<file path="config.mk">
export PLATFORM = sky130hd
export DESIGN_NAME = mult_ctrl_taint
export DESIGN_NICKNAME = d
export VERILOG_FILES = /design/src/rtl/mult_ctrl_taint.sv
export SDC_FILE = /design/constraint.sdc
export NUM_CORES = 1
export LEC_CHECK = 0
export ABC_AREA = 1
export CELL_PAD_IN_SITES_DETAIL_PLACEMENT = 1
export CELL_PAD_IN_SITES_GLOBAL_PLACEMENT = 1
export CORE_AREA = 5 5 42 44
export DETAILED_ROUTE_END_ITERATION = 8
export DIE_AREA = 0 0 47 49
export DONT_BUFFER_PORTS = 1
export GPL_TIMING_DRIVEN = 0
export PLACE_DENSITY_LB_ADDON = 0.1
export SYNTH_ARGS = -nofsm -noshare
export SYNTH_HDL_FRONTEND = slang
export SYNTH_SLANG_ARGS = --single-unit
</file>
<file path="constraint.sdc">
create_clock -name clk -period 1.1 [get_ports clk]
set_input_delay 0.275 -clock clk [delete_from_list [all_inputs] [get_ports clk]]
set_output_delay 0.275 -clock clk [all_outputs]
set_load 0.01 [all_outputs]
</file>
<file path="src/rtl/mult_ctrl_taint.sv">
`default_nettype none
// ============================================================================
// Module   : mult_ctrl_taint
// Purpose  : FSM controller for a taint-tracked shift-add sequential
//            multiplier. Sequences LOAD, then WIDTH ADD/SHIFT pairs, then
//            DONE. Every strobe and handshake output carries a taint shadow
//            bit so that information flowing through control decisions is
//            visible at the outputs.
// Ports    : clk, rst_n (synchronous, active-low)
//            start/start_t              - host request and its taint
//            multiplierReg/_t           - datapath multiplier readback + taint
//            mdld, mrld, rsclear        - load strobes (LOAD state)
//            rsload                     - add strobe (ADD state, data dependent)
//            rsshr                      - shift strobe (SHIFT state)
//            busy, done                 - host handshake
//            every output has a matching *_t taint output
// Options  : MULT_CTRL_ADD_SKIP_EN - when defined, ADD is skipped for a zero
//            multiplier bit (after the first iteration); a tainted bit at a
//            skip decision makes the session taint sticky until IDLE.
// Revision : 1.0 - initial release
// ============================================================================
module mult_ctrl_taint #(
   parameter int WIDTH = 4                // operand width, >= 2
) (
   input  logic             clk,
   input  logic             rst_n,
   input  logic             start,
   input  logic             start_t,
   input  logic [WIDTH-1:0] multiplierReg,
   input  logic [WIDTH-1:0] multiplierReg_t,
   output logic             mdld,
   output logic             mdld_t,
   output logic             mrld,
   output logic             mrld_t,
   output logic             rsclear,
   output logic             rsclear_t,
   output logic             rsload,
   output logic             rsload_t,
   output logic             rsshr,
   output logic             rsshr_t,
   output logic             busy,
   output logic             busy_t,
   output logic             done,
   output logic             done_t
);

   localparam int CW = $clog2(WIDTH);

   localparam logic [2:0] S_IDLE  = 3'd0;
   localparam logic [2:0] S_LOAD  = 3'd1;
   localparam logic [2:0] S_ADD   = 3'd2;
   localparam logic [2:0] S_SHIFT = 3'd3;
   localparam logic [2:0] S_DONE  = 3'd4;

   localparam logic [CW-1:0] CNT_LAST = CW'(WIDTH - 1);
   localparam logic [CW-1:0] CNT_ONE  = CW'(1);

   logic [2:0]    state_q, state_d;
   logic [CW-1:0] cnt_q,   cnt_d;
   logic          ses_t_q, ses_t_d;   // session taint, applied to all outputs

   // ------------------------------------------------------------------------
   // Next-state logic
   // ------------------------------------------------------------------------
   always_comb begin
      state_d = state_q;
      cnt_d   = cnt_q;
      ses_t_d = ses_t_q;
      case (state_q)
         S_IDLE: begin
            // The decision to begin (or not) is itself influenced by start_t,
            // so the session taint tracks it every idle cycle.
            ses_t_d = start_t;
            if (start) begin
               state_d = S_LOAD;
            end
         end
         S_LOAD: begin
            cnt_d   = '0;
            state_d = S_ADD;
         end
         S_ADD: begin
            state_d = S_SHIFT;
         end
         S_SHIFT: begin
            if (cnt_q == CNT_LAST) begin
               state_d = S_DONE;
            end else begin
               cnt_d = cnt_q + CNT_ONE;
`ifdef MULT_CTRL_ADD_SKIP_EN
               // Branching on the next multiplier bit leaks its taint into
               // the timing of everything that follows.
               if (multiplierReg_t[cnt_d]) begin
                  ses_t_d = 1'b1;
               end
               state_d = multiplierReg[cnt_d] ? S_ADD : S_SHIFT;
`else
               state_d = S_ADD;
`endif
            end
         end
         S_DONE: begin
            state_d = S_IDLE;
         end
         default: begin
            state_d = S_IDLE;
         end
      endcase
   end

   always_ff @(posedge clk) begin
      if (!rst_n) begin
         state_q <= S_IDLE;
         cnt_q   <= '0;
         ses_t_q <= 1'b0;
      end else begin
         state_q <= state_d;
         cnt_q   <= cnt_d;
         ses_t_q <= ses_t_d;
      end
   end

   // ------------------------------------------------------------------------
   // Output decode (Moore, except rsload which reads the multiplier bit)
   // ------------------------------------------------------------------------
   always_comb begin
      mdld      = 1'b0;
      mdld_t    = 1'b0;
      mrld      = 1'b0;
      mrld_t    = 1'b0;
      rsclear   = 1'b0;
      rsclear_t = 1'b0;
      rsload    = 1'b0;
      rsload_t  = 1'b0;
      rsshr     = 1'b0;
      rsshr_t   = 1'b0;
      busy      = 1'b0;
      busy_t    = 1'b0;
      done      = 1'b0;
      done_t    = 1'b0;
      if (state_q != S_IDLE) begin
         busy   = 1'b1;
         busy_t = ses_t_q;
      end
      case (state_q)
         S_LOAD: begin
            mdld      = 1'b1;
            mdld_t    = ses_t_q;
            mrld      = 1'b1;
            mrld_t    = ses_t_q;
            rsclear   = 1'b1;
            rsclear_t = ses_t_q;
         end
         S_ADD: begin
            rsload   = multiplierReg[cnt_q];
            rsload_t = multiplierReg_t[cnt_q] | ses_t_q;
         end
         S_SHIFT: begin
            rsshr   = 1'b1;
            rsshr_t = ses_t_q;
         end
         S_DONE: begin
            done   = 1'b1;
            done_t = ses_t_q;
         end
         default: begin
         end
      endcase
   end

endmodule
`default_nettype wire

</file>
==> impl_summary.log <==
INFO  metric syn_avg_cell_area = 6.27 µm²
INFO  metric nets = 88
INFO  metric holdBufCountCts = 0
INFO  metric synth_top_area_share = 29.0%
INFO  metric fin_tns_setup = -3.08 ns
INFO  metric peakVddDrop = 617 µV
INFO  metric clockRootBuffer = clkbuf_4
INFO  metric numCtsBuffers = 3
INFO  metric hpwl = 914 µm
INFO  metric cts_buffer_depth = 2
INFO  metric post_route_cells_drive_above_1_share = 41.1%
INFO  metric post_synth_instance_area = 414 µm²
INFO  metric routabilityCongestion = 0.714
INFO  metric antenna_cells = 0
INFO  metric syn-num-nets = 79
INFO  metric finalHoldViolCount = 0
INFO  metric iteration_0_drc_count_of_the_detailed_router = 3
INFO  metric grt_pass1_wl = 1.80 mm
INFO  metric path_max_fanout = 4
INFO  metric yosys_most_used_dff = dfxtp_1
INFO  metric floorplan.rows = 14
INFO  metric yosysWarnings = 0
INFO  metric fillers = 206
INFO  metric worst_slack = -0.294 ns
INFO  metric hold_path_class = input port to flip-flop
INFO  metric synthMostInstantiatedCell = inv_1
INFO  metric power_leakage = 0.254 nW
INFO  metric num_io_pins = 26
INFO  metric worstMarginPinSlew = 0.355 ns
INFO  metric finalWirelength = 1.11 mm
INFO  metric multi_input_comb_area = 243 µm²
INFO  metric sequential_cell_area = 130 µm²
INFO  metric grt_start_max_net_pins = 9
INFO  metric core_area = 1400 µm²
INFO  metric pwr_density_cell = 1040 nW/µm²
INFO  metric grt_usage = 11.4%
INFO  metric proportion_of_synthesized_chip_area_in_sequential_cells = 29.0%
INFO  metric grt_pass1_vias = 437
INFO  metric worst_path_arrival_time = 1.12 ns
INFO  metric timing.max_slew.rel_slack = 76.1%
INFO  metric detailroute.via_count = 421
INFO  metric synthTopCellsByCount = inv_1, nand2_1, nor2_1, dfxtp_1
INFO  metric final-setup-viol-count = 14
INFO  metric post_drt_wl_per_cell = 12.5 µm
INFO  metric placement.io_buffers = 0
INFO  metric layout-area-overhead-vs-synth = 32.0%
INFO  metric drt-pass1-iter-count = 2
INFO  metric min_period_over_period = 127%
INFO  metric number_of_clock_sinks = 6
INFO  metric path_clk_slew = 0.04 ns
INFO  metric grt-ovfl-total = 0
INFO  metric ant_nets = 0
INFO  metric yosys_register_bits = 6
INFO  metric maxCapViolCount = 0
INFO  metric die_width = 47 µm
INFO  metric fmaxAchievable = 718 MHz
INFO  metric tritoncts = done
INFO  metric synth_edf_count = 0
INFO  metric initial_antenna_violation_count = 0
INFO  metric synth-async-reset-ratio = 0%
INFO  metric cts.htree.levels = 1
INFO  metric failing_checks = negative setup slack
INFO  metric die_h = 49 µm
INFO  metric outcome = finished, violations left
INFO  metric detail_route.drc_violations = 0
INFO  metric power.total = 0.000569 W
INFO  metric unrepaired_setup_endpoints_after_global_routing = true
INFO  metric ys_types = 15
INFO  metric fin_skew = 0.000149 ns
INFO  metric finalCriticalPeriod = 1.39 ns
INFO  metric netlist_instances = 66
INFO  metric critPathKind = flip-flop to primary output
INFO  metric cp_data_required_time = 0.82 ns
INFO  metric yosys-top-cells-area = dfxtp_1, inv_1, buf_4
INFO  metric route.detailed.vias_per_inst = 4.73
INFO  metric startpoint_class_of_the_critical_path = flip-flop
INFO  metric final_max_slew_viol_count = 0
INFO  metric post-synth-top-area-cell = dfxtp_1
INFO  metric die-area = 2300 µm²
INFO  metric clock_latency = 0.24 ns
INFO  metric floorplan.initialDensity = 29.6%
INFO  metric endpoint_kind_of_the_worst_setup_timing_path = primary output
==> stage by stage <==
step / setup slack [ns] / utilization [%] / hold slack (ns) / cell area [µm²] / std cells
after detailed placement: -0.139 / 32.6 / 0.432 / 457 / 82
after global routing: -0.375 / 39.0 / 0.161 / 547 / 89
after CTS: -0.310 / 38.7 / 0.165 / 542 / 89
after floorplan: -0.0455 / - / 0.410 / 437 / 66
final: -0.294 / 39.0 / 0.182 / 547 / 89
after global placement: -0.147 / 32.6 / 0.437 / 457 / 82
==> registers in the layout, indices dropped and copies added (netlist names) <==
register	flops
state_q	3
cnt_q	2
ses_t_q	1
==> per-layer routing <==
metal	share of wire, %	vias to the layer above	global-route usage [%]
met5	0	-	0
met4	1.6	0	11.1
met3	9.6	2	4.43
met2	48	16	16.5
met1	41	184	11.7
li1	-	219	-
==> power by group <==
part	switching, W	internal, W	total, W
sequential	0.0000124	0.000227	0.000239
combinational	0.0000805	0.0000467	0.000127
clock	0.0000788	0.000123	0.000202
total	0.000172	0.000397	0.000569
==> path summary, 6_finish.rpt <==
path	start	end	slack, ns	cells after the start
setup / recovery	state_q[2]$_SDFFE_PN0P_	rsclear_t	-0.29	4
hold / removal	rst_n	cnt_q[0]$_SDFFE_PN0P_	0.18	2
setup reg to reg	cnt_q[0]$_SDFFE_PN0P_	cnt_q[0]$_SDFFE_PN0P_	0.01	5
hold reg to reg	cnt_q[1]$_SDFFE_PN0P_	cnt_q[1]$_SDFFE_PN0P_	0.50	2
==> cells by family (layout without fill, tap and decap cells) <==
family          count (synthesis)  count (layout)  synth area share, %
simple gates                   31              31                 35.3
compound gates                  9               9                 10.9
buf+inv                        19              26                 21.8
flops                           6               6                 29.0
fa+ha+maj                       1               1                 3.02
==> critical path, stage by stage (launching register included) <==
cell and delay, ns:
dfxtp_2 0.32, inv_2 0.10, nand2_4 0.08, nor3_4 0.23, buf_6 0.15
==> cells in the final DEF, fill, tap and decap left out <==
cell type  synthesis  final
a21oi_1            5      4
a21oi_2            0      1
buf_4              5      6
buf_6              0      3
clkbuf_4           0      3
dfxtp_1            6      2
dfxtp_2            0      2
dfxtp_4            0      2
ha_1               1      1
inv_1             13     10
inv_2              1      4
nand2_1           10     10
nand2_4            0      1
nand3_1            5      5
nand3_2            1      1
nor2_1             8      5
nor2_2             0      3
nor2_4             1      1
nor3_1             4      2
nor3_2             0      1
nor3_4             0      1
nor4_2             0      1
o21ai_0            4      2
o21ai_1            0      2
==> repair_timing <==
action	in CTS	in global routing
resized for setup	12	4
setup endpoints to repair	15	16
pin swaps	2	3
cloned	0	0
setup buffers	4	0
==> layout make-up <==
class                      instances  share of cell area [%]
multi-input combinational         41                    44.4
sequential                         6                    23.8
inverter                          14                    9.61
tap                               16                    3.66
clock buffer                       3                    4.12
buffer                             5                    8.92
timing repair buffer               4                    5.49
(Power assumes the default switching activity.)
